`src/rtl/uart_pkg.sv`:
```
// Shared types and constants for the UART transmit arbiter.
package uart_pkg;

    typedef enum logic [1:0] {IDLE, START, WAIT, GAP} arb_state_e;

    localparam int unsigned MAX_LEN = 8;

    localparam logic SRC_DBG = 1'b0;
    localparam logic SRC_CHK = 1'b1;

endpackage

```
`src/rtl/uart_req_slot.sv`:
```
// Pending request slot: latches payload and clamped length, flags overruns.
module uart_req_slot
    import uart_pkg::*;
#(
    parameter int unsigned DATA_W = 64,
    parameter int unsigned LEN_W  = 4
) (
    input  logic              clk_i,
    input  logic              rst_ni,
    input  logic              req_i,
    input  logic [DATA_W-1:0] data_i,
    input  logic [LEN_W-1:0]  len_i,
    input  logic              take_i,
    output logic              valid_o,
    output logic [DATA_W-1:0] data_o,
    output logic [LEN_W-1:0]  len_o,
    output logic              overrun_o
);

    logic              valid_q, valid_d;
    logic [DATA_W-1:0] data_q, data_d;
    logic [LEN_W-1:0]  len_q, len_d;
    logic [LEN_W-1:0]  len_clamped;

    always_comb begin
        len_clamped = len_i;
        if (len_i == '0 || len_i > LEN_W'(MAX_LEN)) begin
            len_clamped = LEN_W'(MAX_LEN);
        end
    end

    // A request landing in the same cycle the slot is granted refills it without loss.
    always_comb begin
        valid_d   = valid_q;
        data_d    = data_q;
        len_d     = len_q;
        overrun_o = 1'b0;
        if (req_i) begin
            valid_d   = 1'b1;
            data_d    = data_i;
            len_d     = len_clamped;
            overrun_o = valid_q && !take_i;
        end else if (take_i) begin
            valid_d = 1'b0;
        end
    end

    always_ff @(posedge clk_i or negedge rst_ni) begin
        if (!rst_ni) begin
            valid_q <= 1'b0;
            data_q  <= '0;
            len_q   <= '0;
        end else begin
            valid_q <= valid_d;
            data_q  <= data_d;
            len_q   <= len_d;
        end
    end

    assign valid_o = valid_q;
    assign data_o  = data_q;
    assign len_o   = len_q;

endmodule

```
`src/rtl/uart_tx_arbiter.sv`:
```
// Shares one UART transmit engine between the debug dump and check-response sources.
// Define UART_ARB_RR_EN for round-robin arbitration; default is check-over-debug priority.
module uart_tx_arbiter
    import uart_pkg::*;
#(
    parameter int unsigned DATA_W = 64,
    parameter int unsigned LEN_W  = 4
) (
    input  logic              clk_i,
    input  logic              rst_ni,
    input  logic              dbg_req_i,
    input  logic [DATA_W-1:0] dbg_data_i,
    input  logic [LEN_W-1:0]  dbg_len_i,
    input  logic              chk_req_i,
    input  logic [DATA_W-1:0] chk_data_i,
    input  logic [LEN_W-1:0]  chk_len_i,
    input  logic              tx_done_i,
    output logic              tx_start_o,
    output logic [DATA_W-1:0] tx_data_o,
    output logic [LEN_W-1:0]  tx_len_o,
    output logic              busy_o,
    output logic              grant_chk_o,
    output logic [7:0]        drop_cnt_o
);

    arb_state_e        state_q, state_d;
    logic [DATA_W-1:0] tx_data_q, tx_data_d;
    logic [LEN_W-1:0]  tx_len_q, tx_len_d;
    logic              grant_chk_q, grant_chk_d;
    logic [7:0]        drop_cnt_q, drop_cnt_d;
    logic [8:0]        drop_sum;

    logic [1:0]        slot_valid, slot_take, slot_ovr;
    logic [DATA_W-1:0] slot_data [2];
    logic [LEN_W-1:0]  slot_len [2];
    logic              sel_chk;
    logic              grant;

    uart_req_slot #(.DATA_W(DATA_W), .LEN_W(LEN_W)) u_slot_dbg (
        .clk_i     (clk_i),
        .rst_ni    (rst_ni),
        .req_i     (dbg_req_i),
        .data_i    (dbg_data_i),
        .len_i     (dbg_len_i),
        .take_i    (slot_take[SRC_DBG]),
        .valid_o   (slot_valid[SRC_DBG]),
        .data_o    (slot_data[SRC_DBG]),
        .len_o     (slot_len[SRC_DBG]),
        .overrun_o (slot_ovr[SRC_DBG])
    );

    uart_req_slot #(.DATA_W(DATA_W), .LEN_W(LEN_W)) u_slot_chk (
        .clk_i     (clk_i),
        .rst_ni    (rst_ni),
        .req_i     (chk_req_i),
        .data_i    (chk_data_i),
        .len_i     (chk_len_i),
        .take_i    (slot_take[SRC_CHK]),
        .valid_o   (slot_valid[SRC_CHK]),
        .data_o    (slot_data[SRC_CHK]),
        .len_o     (slot_len[SRC_CHK]),
        .overrun_o (slot_ovr[SRC_CHK])
    );

    assign grant = (state_q == IDLE) && (|slot_valid);

`ifdef UART_ARB_RR_EN
    // Remembers the previous winner; resets to debug so the first tie goes to check.
    logic last_chk_q, last_chk_d;

    assign sel_chk    = slot_valid[SRC_CHK] && (!slot_valid[SRC_DBG] || !last_chk_q);
    assign last_chk_d = grant ? sel_chk : last_chk_q;

    always_ff @(posedge clk_i or negedge rst_ni) begin
        if (!rst_ni) begin
            last_chk_q <= 1'b0;
        end else begin
            last_chk_q <= last_chk_d;
        end
    end
`else
    assign sel_chk = slot_valid[SRC_CHK];
`endif

    always_comb begin
        state_d     = state_q;
        tx_data_d   = tx_data_q;
        tx_len_d    = tx_len_q;
        grant_chk_d = grant_chk_q;
        slot_take   = '0;
        unique case (state_q)
            IDLE: begin
                if (grant) begin
                    state_d            = START;
                    slot_take[SRC_CHK] = sel_chk;
                    slot_take[SRC_DBG] = !sel_chk;
                    tx_data_d          = sel_chk ? slot_data[SRC_CHK] : slot_data[SRC_DBG];
                    tx_len_d           = sel_chk ? slot_len[SRC_CHK] : slot_len[SRC_DBG];
                    grant_chk_d        = sel_chk;
                end
            end
            START:   state_d = WAIT;
            WAIT:    if (tx_done_i) state_d = GAP;
            GAP:     state_d = IDLE;
            default: state_d = IDLE;
        endcase
    end

    always_comb begin
        drop_sum   = {1'b0, drop_cnt_q} + 9'(slot_ovr[SRC_DBG]) + 9'(slot_ovr[SRC_CHK]);
        drop_cnt_d = (drop_sum > 9'd255) ? 8'hFF : drop_sum[7:0];
    end

    always_ff @(posedge clk_i or negedge rst_ni) begin
        if (!rst_ni) begin
            state_q     <= IDLE;
            tx_data_q   <= '0;
            tx_len_q    <= '0;
            grant_chk_q <= 1'b0;
            drop_cnt_q  <= '0;
        end else begin
            state_q     <= state_d;
            tx_data_q   <= tx_data_d;
            tx_len_q    <= tx_len_d;
            grant_chk_q <= grant_chk_d;
            drop_cnt_q  <= drop_cnt_d;
        end
    end

    assign tx_start_o  = (state_q == START);
    assign busy_o      = (state_q == START) || (state_q == WAIT);
    assign tx_data_o   = tx_data_q;
    assign tx_len_o    = tx_len_q;
    assign grant_chk_o = grant_chk_q;
    assign drop_cnt_o  = drop_cnt_q;

endmodule

```
`config.mk`:
```
export PLATFORM = sky130hd
export DESIGN_NAME = uart_tx_arbiter
export DESIGN_NICKNAME = d
export VERILOG_FILES = /design/src/rtl/uart_pkg.sv /design/src/rtl/uart_req_slot.sv /design/src/rtl/uart_tx_arbiter.sv
export SDC_FILE = /design/constraint.sdc
export NUM_CORES = 1
export LEC_CHECK = 0
export ABC_CLOCK_PERIOD_IN_PS = 2100
export CORE_ASPECT_RATIO = 1.25
export CORE_MARGIN = 4
export CORE_UTILIZATION = 46
export CTS_BUF_LIST = sky130_fd_sc_hd__clkbuf_8
export DETAILED_ROUTE_END_ITERATION = 10
export GPL_ROUTABILITY_DRIVEN = 0
export HOLD_SLACK_MARGIN = 0.1
export PLACE_DENSITY = 0.86
export SLEW_MARGIN = 20
export SYNTH_ARGS = -nofsm -noshare
export SYNTH_HDL_FRONTEND = slang
export SYNTH_SLANG_ARGS = --single-unit
export TNS_END_PERCENT = 20
```
`constraint.sdc`:
```
create_clock -name clk_i -period 2.1 [get_ports clk_i]
set_input_delay 0.42 -clock clk_i [delete_from_list [all_inputs] [get_ports clk_i]]
set_output_delay 0.42 -clock clk_i [all_outputs]
set_load 0.05 [all_outputs]
```
==> results, run 1 <==
- After the first detailed-routing iteration, the DRC count stood at 209.
- The count of yosys warnings during synthesis is 0.
- In this run the power density over the cells is 1380 mW/mm2.
- The share of power burned in the clock network is 23.8%.
- In the global route stage, overall resource usage came out at 19.8%.
- The total count of hold-check failures in the final report is 0.
- The delay of the slowest cell on the worst path is 0.80 ns.
- Each instance of the synthesized netlist takes up on average 13.4 um2.
- The library cell contributing the largest single delay on the critical path is clkdlybuf4s50_1.
- Summing all placed instances gives a cell area of 0.0113 mm2.
- For this design the total switching power over the nets is 6.81 mW.
- Data arrives at the worst endpoint at 1.62 ns.
- Max-cap violations in this run came to 0.
- After detailed routing, the average wire length per cell comes to 18.2 um.
- The number of max-slew violations in the final report is 0.
- The total CTS buffers is 37.
- Setup violations remaining at the end of the flow were counted as 0.
- The maximum number of pins on one net before global-route repair is 85.
- Setup repair after global routing left no endpoint under its margin.
- The hold path depth is 2.
- TritonCTS built the clock tree.
- The share of the yosys chip area belonging to registers is 61.6%.
- Synthesis instantiated 31 different standard cells from the library.
- The number of core rows is 56.
- OpenSTA, run right after detailed placement, puts the worst setup slack at -0.118 ns.
- The clock arrives with 0.0122 ns of skew.
- The first TritonRoute pass finished after 5 iterations.
- The number of global-route vias before repair was 6613.
- The flop and latch count out of synthesis is 217.
- The cell family contributing the most delay on the critical path is buffers and inverters.
- Dividing the detail-routed via count by the number of cells gives 5.19.
- The first-pass GRT wire length is 34000 um.
- For this run, design rule violations remaining after detail routing come to 0.
- The number of nets handed over by synthesis was 804.
- Clock latency on the worst-skew pair, taken at its later pin, is 0.49 ns.
- The number of sinks driven by the clock tree is 217.
- The share of total power in sequential cells is 35.0%.
- The tree is rooted in a clkbuf_8.
- The share of the clock period used by the worst path is 97.3%.
- The finished cells cover 0.0121 mm2.
- Counting along the longest clock path gives a buffer depth of 3.
- In this run the remaining antenna-violating nets after routing total 0.
- The number of buffers and inverters on the critical path is 1.
- The path class of the tightest hold or removal check is register to register.
- In the final timing run, aggregate negative setup slack is 0 ns.
- The cell-internal power is 9.82 mW.
- The H-tree was split into 2 levels.
- The reported leakage power is 5.81 nW.
- The count of buffers from port buffering is 219.
- The flip-flop and latch area is 0.00543 mm2.
- In the final layout, the share of cells above drive strength 1 is 23.7%.
- Derived from the worst setup path, the maximum achievable clock frequency is 0.489 GHz.
- The maximum ir drop on the vdd rail is 1.09 mV.
- Along the worst path, the maximum fanout reaches 2.
- The number of antenna violations at the first check in global routing is 3.
- The slew of the pin with the lowest slew margin is 0.799 ns.
- Synthesis produced 658 cells.
- Of the total power, the share spent switching nets is 41.0%.
- The remaining global-route overflow is 0.
- The number of cells traversed by the worst register-to-register path is 9.
- The minimum clock period is 2.04 ns.
- Relative to the synthesized area, the layout overhead comes to 36.9%.
- Once detailed placement completed, the half-perimeter wirelength came to 14400 um.
- The flow ran to the end, and the final reports show no timing, DRC or antenna violations.
- The floorplan die height is 163 um.
- Fill cells in the final layout number 1439.
- Walking the worst path, the cells encountered are clkdlybuf4s50_1.
- The headroom to the max-slew limit is 46.7%.
- The share of total power in combinational logic is 41.1%.
- The horizontal die dimension is 132 um.
- After synthesis the cells add up to 0.00881 mm2.
- The critical path start-end classification is register to output pin.
- The initial utilization of the core area, before any placement, comes to 46.9%.
- In this run the number of cells on the critical path is 1.
- STA classifies the critical path endpoint as an output pin.
- In the final layout, the multi-input gates occupy 0.00316 mm2.
- The total number of vias is 5992.
- The total design power is 16.6 mW.
- The total wirelength of the detailed-routed design is 21100 um.
- The count of boundary I/O pins is 220.
- STA puts the critical path data required time at 1.68 ns.
- The area inside the core boundary is 0.0188 mm2.
- For this run, the post-layout net count is 1042.
- STA classifies the critical path startpoint as a register.
- The clock transition at the registers of the reported paths is 0.06 ns.
- The setup slack of the critical path after layout is 0.0562 ns.
- The full die area is 0.0214 mm2.
sequential cells by signal, indices dropped and copies added (netlist names):
name                cells
state_q                 2
drop_cnt_o              8
u_slot_chk.valid_o      1
u_slot_dbg.valid_o      1
tx_len_o                4
u_slot_chk.len_o        4
u_slot_dbg.data_o      64
grant_chk_o             1
u_slot_chk.data_o      64
u_slot_dbg.len_o        4
tx_data_o              64
cell usage after synthesis:
master     number  area, um2
a21oi_1         3       15.0
o21ai_0        47        235
and4_1          1       8.76
inv_1          10       37.5
buf_6           4       45.0
o21a_1          1       7.51
o21ai_1        29        145
dfrtp_1       217       5430
ha_1            4       50.1
a31oi_1         3       18.8
nand2_1        72        270
xnor2_1         1       8.76
nor2b_1         1       6.26
buf_4           2       15.0
nor3_1          2       10.0
fa_1            1       20.0
nand3_1         3       15.0
nand3b_1        6       45.0
a2bb2oi_1       1       8.76
nor2_1          5       18.8
buf_2          26        130
clkbuf_2        4       20.0
a41oi_1         2       17.5
and3_1          5       31.3
nand2b_1        3       18.8
clkbuf_1        4       15.0
mux2i_1        68        681
o21ai_2         1       8.76
mux2_2        129       1450
a21o_1          2       15.0
o22a_1          1       8.76
cell families after synthesis:
kind of cell / synth area share [%]
fa+ha+maj: 0.795
simple gates: 4.81
compound gates: 5.45
buf+inv: 2.98
flops: 61.6
xor+xnor: 0.0994
mux: 24.2
final cells by class:
type | count | share of cell area (%)
Timing Repair Buffer | 239 | 19.5
Clock buffer | 43 | 4.91
Clock inverter | 21 | 1.58
Antenna cell | 2 | 0.0415
Sequential cell | 217 | 45.1
Tap cell | 232 | 2.41
Multi-Input combinational cell | 391 | 26.2
Inverter | 10 | 0.311
repair_timing:
item | in CTS | in global routing
pin swaps | 2 | 1
endpoints found under the hold margin | 61 | 0
gates cloned | 0 | 0
resized for setup | 63 | 16
endpoints found under the setup margin | 63 | 20
hold buffers | 1 | 0
buffers inserted | 0 | 1
through the flow:
step	hold WS, ns	std cells	utilization (%)
after floorplan	0.124	658	-
after global placement	0.422	1087	60.0
after detailed placement	0.422	1087	60.0
after CTS	0.483	1152	63.9
after global routing	0.494	1154	64.2
final	0.473	1155	64.2
placed cells by master, fill, tap and decap left out, types with 2 or more instances in the layout:
| cell type | Yosys | layout |
|---|---|---|
| dfrtp_1 | 217 | 216 |
| a41oi_1 | 2 | 2 |
| nand2b_1 | 3 | 3 |
| clkinv_2 | 0 | 5 |
| ha_1 | 4 | 2 |
| clkdlybuf4s50_1 | 0 | 140 |
| dlygate4sd2_1 | 0 | 57 |
| diode_2 | 0 | 2 |
| nor2_1 | 5 | 5 |
| buf_4 | 2 | 22 |
| a31oi_1 | 3 | 3 |
| o21ai_0 | 47 | 46 |
| nand3b_1 | 6 | 6 |
| nand3_1 | 3 | 2 |
| inv_1 | 10 | 20 |
| dlymetal6s2s_1 | 0 | 13 |
| clkbuf_8 | 0 | 43 |
| nor3_1 | 2 | 2 |
| nand2_1 | 72 | 72 |
| o21ai_1 | 29 | 30 |
| a21o_1 | 2 | 2 |
| and3_1 | 5 | 4 |
| buf_12 | 0 | 5 |
| inv_2 | 0 | 2 |
| bufinv_16 | 0 | 4 |
| mux2_2 | 129 | 129 |
| a21oi_1 | 3 | 3 |
| mux2i_1 | 68 | 68 |
per-layer routing:
metal	routed length [um]	global-route usage [%]	share of wire (%)
met3	1190	5.47	5.7
met5	27	0	0.13
met4	874	9.55	4.1
met2	10900	35.0	52
met1	8120	22.0	39
worst paths after layout:
check,from,endpoint,slack [ns]
max in group asynchronous,rst_ni,tx_data_o[63],0.93
setup reg to reg,state_q[0],drop_cnt_o[6],0.10
hold / removal,tx_data_o[5],tx_data_o[5],0.47
setup / recovery,tx_data_o[8],tx_data_o[8],0.06
min in group asynchronous,rst_ni,tx_data_o[11],0.48
hold reg to reg,tx_data_o[5],tx_data_o[5],0.47
power groups by stage:
| stage | sequential [mW] | clock [mW] | combinational (mW) |
|---|---|---|---|
| CTS | 5.84 | 4.08 | 6.92 |
| finish | 5.83 | 3.97 | 6.84 |
| detailed placement | 5.91 | 0 | 7.23 |
| floorplan | 8.25 | 0 | 2.38 |
| global route | 5.97 | 4.29 | 7.33 |
| global placement | 5.88 | 0 | 7.08 |
Power figures use the tool's default switching activity.
==> run 2, diff against run 1 <==
Settings changed: CAP_MARGIN from default to 20.
==> results of run 2 <==
The final DEF is identical to that of run 1; final timing and power are the same.
